**config.mk**
```make
export PLATFORM = sky130hd
export DESIGN_NAME = mul_div_unit_flat
export DESIGN_NICKNAME = d
export VERILOG_FILES = /design/src/rtl/mul_div_unit_if.sv /design/src/rtl/mul_div_unit.sv /design/src/flat_wrapper.sv
export SDC_FILE = /design/constraint.sdc
export NUM_CORES = 1
export LEC_CHECK = 0
export ABC_CLOCK_PERIOD_IN_PS = 4000
export BUFFER_PORTS_ARGS = -buffer_cell sky130_fd_sc_hd__buf_4
export CORE_ASPECT_RATIO = 0.9
export CORE_MARGIN = 5
export CORE_UTILIZATION = 40
export DETAILED_ROUTE_END_ITERATION = 8
export PLACE_DENSITY = 0.55
export RECOVER_POWER = 100
export SLEW_MARGIN = 40
export SYNTH_ARGS = -nofsm -noshare
export SYNTH_HDL_FRONTEND = slang
export SYNTH_SLANG_ARGS = --single-unit
```
**constraint.sdc**
```tcl
create_clock -name i_CLK -period 4 [get_ports i_CLK]
set_clock_uncertainty 0.15 [all_clocks]
set_input_delay 0.2 -clock i_CLK [delete_from_list [all_inputs] [get_ports i_CLK]]
set_output_delay 0.2 -clock i_CLK [all_outputs]
set_load 0.005 [all_outputs]
```
**src/rtl/mul_div_unit_if.sv**
```systemverilog
// Execute-stage bus into the iterative multiply/divide unit.
// Start handshake: i_Start is taken only on an edge where o_Busy is low and
// i_Abort is low. A start seen while o_Busy is high is dropped, not queued.
// o_Done pulses for one cycle once HI/LO hold the new result.
interface mul_div_unit_if #(
    parameter int DATA_WIDTH = 32
);
    logic                  i_Start;
    logic [1:0]            i_Op;
    logic [DATA_WIDTH-1:0] i_SrcAE;
    logic [DATA_WIDTH-1:0] i_SrcBE;
    logic                  i_MTHI;
    logic                  i_MTLO;
    logic                  i_Abort;
    logic [DATA_WIDTH-1:0] o_HI;
    logic [DATA_WIDTH-1:0] o_LO;
    logic                  o_Busy;
    logic                  o_Done;

    // Pipeline side: drives requests and reads HI/LO.
    modport master (
        output i_Start, i_Op, i_SrcAE, i_SrcBE, i_MTHI, i_MTLO, i_Abort,
        input  o_HI, o_LO, o_Busy, o_Done
    );

    // Unit side.
    modport slave (
        input  i_Start, i_Op, i_SrcAE, i_SrcBE, i_MTHI, i_MTLO, i_Abort,
        output o_HI, o_LO, o_Busy, o_Done
    );
endinterface

```
**src/rtl/mul_div_unit.sv**
```systemverilog
// Iterative radix-2 multiply/divide unit with architectural HI/LO.
// Ops: 00 MULTU, 01 MULT, 10 DIVU, 11 DIV. One step per cycle, DATA_WIDTH
// steps, then a single fix-up cycle that applies signs and writes HI/LO.
module mul_div_unit #(
    parameter int DATA_WIDTH = 32,
    parameter int CNT_WIDTH  = 5
) (
    input  logic             i_CLK,
    input  logic             i_RST,
    mul_div_unit_if.slave    bus
);

    localparam int DW = DATA_WIDTH;

    typedef enum logic [1:0] {
        ST_IDLE = 2'd0,
        ST_CALC = 2'd1,
        ST_FIX  = 2'd2
    } state_t;

    state_t                state_q;
    logic [CNT_WIDTH-1:0]  cnt_q;
    logic [1:0]            op_q;       // [1]=divide, [0]=signed
    logic [DW-1:0]         opnd_q;     // multiplicand (mul) or divisor (div) magnitude
    logic [DW-1:0]         a_raw_q;    // dividend as latched, for divide-by-zero HI
    logic [2*DW-1:0]       acc_q;      // {hi, lo} product or {remainder, quotient}
    logic                  neg_res_q;  // operand signs differ on a signed op
    logic                  neg_a_q;    // dividend negative on a signed op
    logic [DW-1:0]         hi_q;
    logic [DW-1:0]         lo_q;
    logic                  done_q;

    logic [DW-1:0]         mag_a_d;
    logic [DW-1:0]         mag_b_d;
    logic [DW:0]           mul_sum_d;
    logic [DW:0]           div_sub_d;
    logic [2*DW-1:0]       step_d;
    logic [2*DW-1:0]       prod_d;
    logic [DW-1:0]         hi_d;
    logic [DW-1:0]         lo_d;

    // Operand magnitudes for a start request: signed ops take absolute values.
    always_comb begin
        mag_a_d = bus.i_SrcAE;
        mag_b_d = bus.i_SrcBE;
        if (bus.i_Op[0] && bus.i_SrcAE[DW-1]) mag_a_d = -bus.i_SrcAE;
        if (bus.i_Op[0] && bus.i_SrcBE[DW-1]) mag_b_d = -bus.i_SrcBE;
    end

    // One radix-2 step: shift-add for multiply, restoring shift-subtract for divide.
    always_comb begin
        mul_sum_d = {1'b0, acc_q[2*DW-1:DW]} + (acc_q[0] ? {1'b0, opnd_q} : '0);
        div_sub_d = acc_q[2*DW-1:DW-1] - {1'b0, opnd_q};
        if (!op_q[1]) begin
            step_d = {mul_sum_d, acc_q[DW-1:1]};
        end else if (div_sub_d[DW]) begin
            step_d = {acc_q[2*DW-2:0], 1'b0};
        end else begin
            step_d = {div_sub_d[DW-1:0], acc_q[DW-2:0], 1'b1};
        end
    end

    // Sign fix-up and final HI/LO values, including the divide-by-zero result.
    always_comb begin
        prod_d = neg_res_q ? -acc_q : acc_q;
        hi_d   = prod_d[2*DW-1:DW];
        lo_d   = prod_d[DW-1:0];
        if (op_q[1]) begin
            if (opnd_q == '0) begin
                hi_d = a_raw_q;
                lo_d = '1;
            end else begin
                lo_d = neg_res_q ? -acc_q[DW-1:0] : acc_q[DW-1:0];
                hi_d = neg_a_q ? -acc_q[2*DW-1:DW] : acc_q[2*DW-1:DW];
            end
        end
    end

    // Control FSM with datapath registers and registered HI/LO/done.
    always_ff @(posedge i_CLK or negedge i_RST) begin
        if (!i_RST) begin
            state_q   <= ST_IDLE;
            cnt_q     <= '0;
            op_q      <= '0;
            opnd_q    <= '0;
            a_raw_q   <= '0;
            acc_q     <= '0;
            neg_res_q <= 1'b0;
            neg_a_q   <= 1'b0;
            hi_q      <= '0;
            lo_q      <= '0;
            done_q    <= 1'b0;
        end else begin
            done_q <= 1'b0;
            case (state_q)
                ST_IDLE: begin
                    if (bus.i_MTHI) hi_q <= bus.i_SrcAE;
                    if (bus.i_MTLO) lo_q <= bus.i_SrcAE;
                    if (bus.i_Start && !bus.i_Abort) begin
                        state_q   <= ST_CALC;
                        cnt_q     <= '0;
                        op_q      <= bus.i_Op;
                        a_raw_q   <= bus.i_SrcAE;
                        neg_res_q <= bus.i_Op[0] & (bus.i_SrcAE[DW-1] ^ bus.i_SrcBE[DW-1]);
                        neg_a_q   <= bus.i_Op[0] & bus.i_SrcAE[DW-1];
                        if (bus.i_Op[1]) begin
                            opnd_q <= mag_b_d;
                            acc_q  <= {{DW{1'b0}}, mag_a_d};
                        end else begin
                            opnd_q <= mag_a_d;
                            acc_q  <= {{DW{1'b0}}, mag_b_d};
                        end
                    end
                end
                ST_CALC: begin
                    if (bus.i_Abort) begin
                        state_q <= ST_IDLE;
                    end else begin
                        acc_q <= step_d;
                        cnt_q <= cnt_q + 1'b1;
                        if (cnt_q == CNT_WIDTH'(DW - 1)) state_q <= ST_FIX;
                    end
                end
                ST_FIX: begin
                    state_q <= ST_IDLE;
                    if (!bus.i_Abort) begin
                        hi_q   <= hi_d;
                        lo_q   <= lo_d;
                        done_q <= 1'b1;
                    end
                end
                default: state_q <= ST_IDLE;
            endcase
        end
    end

    assign bus.o_HI   = hi_q;
    assign bus.o_LO   = lo_q;
    assign bus.o_Busy = (state_q != ST_IDLE);
    assign bus.o_Done = done_q;

endmodule

```
**src/flat_wrapper.sv**
```systemverilog
// flat-port wrapper written by rule: the top's interface ports become plain ports
module mul_div_unit_flat 
#(
    parameter int DATA_WIDTH = 32,
    parameter int CNT_WIDTH  = 5
)
  (i_CLK, i_RST, bus_i_Start, bus_i_Op, bus_i_SrcAE, bus_i_SrcBE, bus_i_MTHI, bus_i_MTLO, bus_i_Abort, bus_o_HI, bus_o_LO, bus_o_Busy, bus_o_Done);
  mul_div_unit_if #(.DATA_WIDTH(DATA_WIDTH)) bus_i ();
  input  logic i_CLK;
  input  logic i_RST;
  input wire logic [$bits(bus_i.i_Start)-1:0] bus_i_Start;
  input wire logic [$bits(bus_i.i_Op)-1:0] bus_i_Op;
  input wire logic [$bits(bus_i.i_SrcAE)-1:0] bus_i_SrcAE;
  input wire logic [$bits(bus_i.i_SrcBE)-1:0] bus_i_SrcBE;
  input wire logic [$bits(bus_i.i_MTHI)-1:0] bus_i_MTHI;
  input wire logic [$bits(bus_i.i_MTLO)-1:0] bus_i_MTLO;
  input wire logic [$bits(bus_i.i_Abort)-1:0] bus_i_Abort;
  output wire logic [$bits(bus_i.o_HI)-1:0] bus_o_HI;
  output wire logic [$bits(bus_i.o_LO)-1:0] bus_o_LO;
  output wire logic [$bits(bus_i.o_Busy)-1:0] bus_o_Busy;
  output wire logic [$bits(bus_i.o_Done)-1:0] bus_o_Done;
  assign bus_i.i_Start = bus_i_Start;
  assign bus_i.i_Op = bus_i_Op;
  assign bus_i.i_SrcAE = bus_i_SrcAE;
  assign bus_i.i_SrcBE = bus_i_SrcBE;
  assign bus_i.i_MTHI = bus_i_MTHI;
  assign bus_i.i_MTLO = bus_i_MTLO;
  assign bus_i.i_Abort = bus_i_Abort;
  assign bus_o_HI = bus_i.o_HI;
  assign bus_o_LO = bus_i.o_LO;
  assign bus_o_Busy = bus_i.o_Busy;
  assign bus_o_Done = bus_i.o_Done;
  mul_div_unit #(.DATA_WIDTH(DATA_WIDTH), .CNT_WIDTH(CNT_WIDTH)) u_core (.i_CLK(i_CLK), .i_RST(i_RST), .bus(bus_i));
endmodule
```
==> results.md <==
* Leading cell type by number of instances after synthesis: nand2_1
* EDFF count, synth at 0
* Final Max Slew Viols at about 250
* Final worst slack at 0.207 ns
* Slowest stage delay, CP at 0.65 ns
* Synth unique cells at 74
* Sequential fraction of the synthesis area at 0.297
* Mapped Cells at between 2000 and 2500
* Largest net degree at the start of global routing at 86
* Setup crit start kind: register
* Maximum VDD drop at around 340 µV
* Ys async rst share at 1.00
* Clk_lat worst skew at 0.56 ns
* Average vias per placed instance at a little over 6
* Synthesized cell area at 17100 µm²
* Grt ovf at 0
* Hold Path Class: input port to register
* Dpl cells at 2854
* Final wirelength at 72800 µm
* Root buffer cell: clkbuf_16
* Wire length per cell at approximately 25 µm
* CTS sink cnt at roughly 200
* DR vias at about 18000
* Final min period at 3.79 ns
* Setup TNS at 0 ns
* Setup slack at placement at 0.233 ns
* # fillers at 4295
* Die Ht at 206 µm
* Die width at 228 µm
* Status: finished, violations left
* Fin util at 0.473
* DR DRC count at 0
* CTS tree: done
* Slew @ Worst Pin at a little over 2 ns
* GRT Overall Usage at 0.298
* Fmax at ~0.26 GHz
* First-pass GRT wire length at 108000 µm
* Power Density at 677 nW/µm²
* Critical path type: register to register
* Die area at 47100 µm²
* Diodes inserted at 0
* Critical path arrival at 4.12 ns
* Number of port buffers at 137
* Synth top cells by count: 284 x nand2_1, 219 x o21ai_0, 203 x dfrtp_1, 203 x nor2_1, 189 x a21oi_1
* Crit-path leading delay family: simple AND/OR/NAND/NOR gates
* Initial antenna violation count at 0
* Clock Pin Slew Worst Setup and Hold Paths at about 0.060 ns
* Endpoints failing setup at 0
* Dominant cell type by area after synthesis: dfrtp_1
* FP Rows at between 70 and 80
* RD Place Congestion at a little under 1
* I/O pins at 138
* Share of post-route cells with drive strength above 1 at 0.121
* Syn Nets at around 2400
* Most used DFF post-synth: dfrtp_1
* Area Growth Syn to Fin at 18.0%
* Crit. End Element: register
* Fin. Hold Viols at 0
* Buf/Inv on CP at 0
* Worst path most repeated cell: or4_1
* Final #Nets at 2513
* DRT antenna net count at 0
* CP Cell Sequence: or4_1, or4_1, or4_1, or3_4, a21oi_1, o21ai_0, o311ai_1, o21ai_0, o21ai_1
* Crit-path max FO at 13
* Core area at 42700 µm²
* Post-DP HPWL at 56100 µm
* RSZ-0062 raised after global routing: no
* Starting density of the core at 0.401
* Max Cap Viol at 4
* Area share of the largest cell type after synthesis at 0.297
* Cell with the largest stage delay on the worst path: or4_1
* Max transition margin at -0.346
* Finished Layout Cells at slightly below 3000
* Max clock buf depth at 3
* Synth area leaders: dfrtp_1 30%, o21ai_0 6.4%, nand2_1 6.2%, xnor2_1 5.6%, a21oi_1 5.5%
* Yosys warnings at 0
* Leak at 0.00877 µW
* TritonCTS buffer count at 26
* Critical path required time at 4.33 ns
* Period utilization at 0.948
* Mapped Avg Cell Area at 7.65 µm²
* H-tree depth reported by CTS at 1
* Failing checks: max-capacitance violations, max-slew violations
* Fin Hold WS at 0.0363 ns
* Vias in the first global route at 16995
* FF+latch count, synth at around 200
* 1st-pass router iterations at 5
* DR iter-0 viols at 1758
-- worst reg2reg max path, stage by stage (launching register included) --
cell and delay (ns):
dfrtp_1 0.44, or4_1 0.61, or4_1 0.50, or4_1 0.65, or3_4 0.53, a21oi_1 0.17
o21ai_0 0.10, o311ai_1 0.15, o21ai_0 0.26, o21ai_1 0.17
-- cell usage in the layout, fill, tap and decap left out, drive strengths merged, types with 10 or more instances in the layout --
| master | instances |
|---|---|
| nor3 | 53 |
| o211ai | 24 |
| a21oi | 189 |
| nor4 | 32 |
| o22ai | 34 |
| mux2i | 67 |
| or4 | 21 |
| dlygate4sd3 | 42 |
| xor2 | 91 |
| nand4 | 16 |
| a21o | 36 |
| clkbuf | 130 |
| a31oi | 19 |
| a22oi | 14 |
| o2111ai | 10 |
| nand2b | 21 |
| or3 | 28 |
| dfrtp | 203 |
| nor2b | 11 |
| o221ai | 13 |
| o31ai | 21 |
| inv | 72 |
| a211oi | 19 |
| nand3 | 41 |
| xnor2 | 109 |
| nor2 | 203 |
| nand2 | 284 |
| ha | 70 |
| o21ai | 228 |
| o41ai | 14 |
| buf | 138 |
-- metrics by stage --
stage / total power (µW) / cell area, µm²
after floorplan: 8200 / 17100
after global placement: 10900 / 19000
after detailed placement: 11000 / 19100
after CTS: 13600 / 20400
after global routing: 14600 / 20200
final: 13700 / 20200
-- cells by family after synthesis --
family / after synthesis / synth area share
AO/OA/AOI/OAI: 698 / 0.251
XOR/XNOR: 200 / 0.102
adder cells (fa/ha/maj): 72 / 0.0535
buffers and inverters: 244 / 0.0542
flip-flops: 203 / 0.297
multiplexers: 74 / 0.0437
AND/OR/NAND/NOR: 747 / 0.199
-- cell type report --
cell class / instances / area (µm²) / share of cell area
multi-input cells: 1791 / 11200 / 0.552
well taps: 555 / 694 / 0.0344
clock inverters: 12 / 169 / 0.00836
inverters: 73 / 278 / 0.0137
clock buffers: 36 / 769 / 0.0381
flip-flops and latches: 203 / 5080 / 0.252
repair buffers: 274 / 2060 / 0.102
-- worst paths after layout --
check	startpoint	endpoint	slack, ns	cells after the start
worst max-delay path	u_core.acc_q[12]$_DFFE_PN0P_	u_core.bus.o_HI[0]$_DFFE_PN0P_	0.21	9
worst min-delay path	bus_i_Start	u_core.acc_q[6]$_DFFE_PN0P_	0.04	4
worst max register to register	u_core.acc_q[12]$_DFFE_PN0P_	u_core.bus.o_HI[0]$_DFFE_PN0P_	0.21	9
worst min register to register	u_core.a_raw_q[31]$_DFFE_PN0P_	u_core.a_raw_q[31]$_DFFE_PN0P_	0.33	2
max in group asynchronous	i_RST	u_core.op_q[1]$_DFFE_PN0P_	1.08	4
min in group asynchronous	i_RST	u_core.a_raw_q[7]$_DFFE_PN0P_	0.63	3
-- power breakdown --
part           internal (µW)  leakage [µW]  total (µW)  switching, µW
clock                   1600      0.000460        2600           1000
combinational           3120       0.00584        7820           4690
sequential              2540       0.00247        3270            728
-- registers in the layout (all words and copies together), names as in the netlist --
register           count
u_core.a_raw_q        32
u_core.bus.o_LO       32
u_core.acc_q          64
u_core.neg_a_q         1
u_core.state_q         2
u_core.op_q            1
u_core.bus.o_HI       32
u_core.cnt_q           5
u_core.bus.o_Done      1
u_core.neg_res_q       1
u_core.opnd_q         32
-- what timing repair did --
item                                   4_1_cts  5_1_grt
setup endpoints to repair                    0        4
setup buffers                                0        0
hold buffers                                42        0
endpoints found under the hold margin      300        0
gates resized for setup                      0        5
-- layer usage --
metal	GRT usage	routed length, µm
met1	0.416	31900
met2	0.455	31300
met3	0.0806	7130
met4	0.0888	2430
met5	0	0
Note: power is estimated with default switching activity, not from simulation.
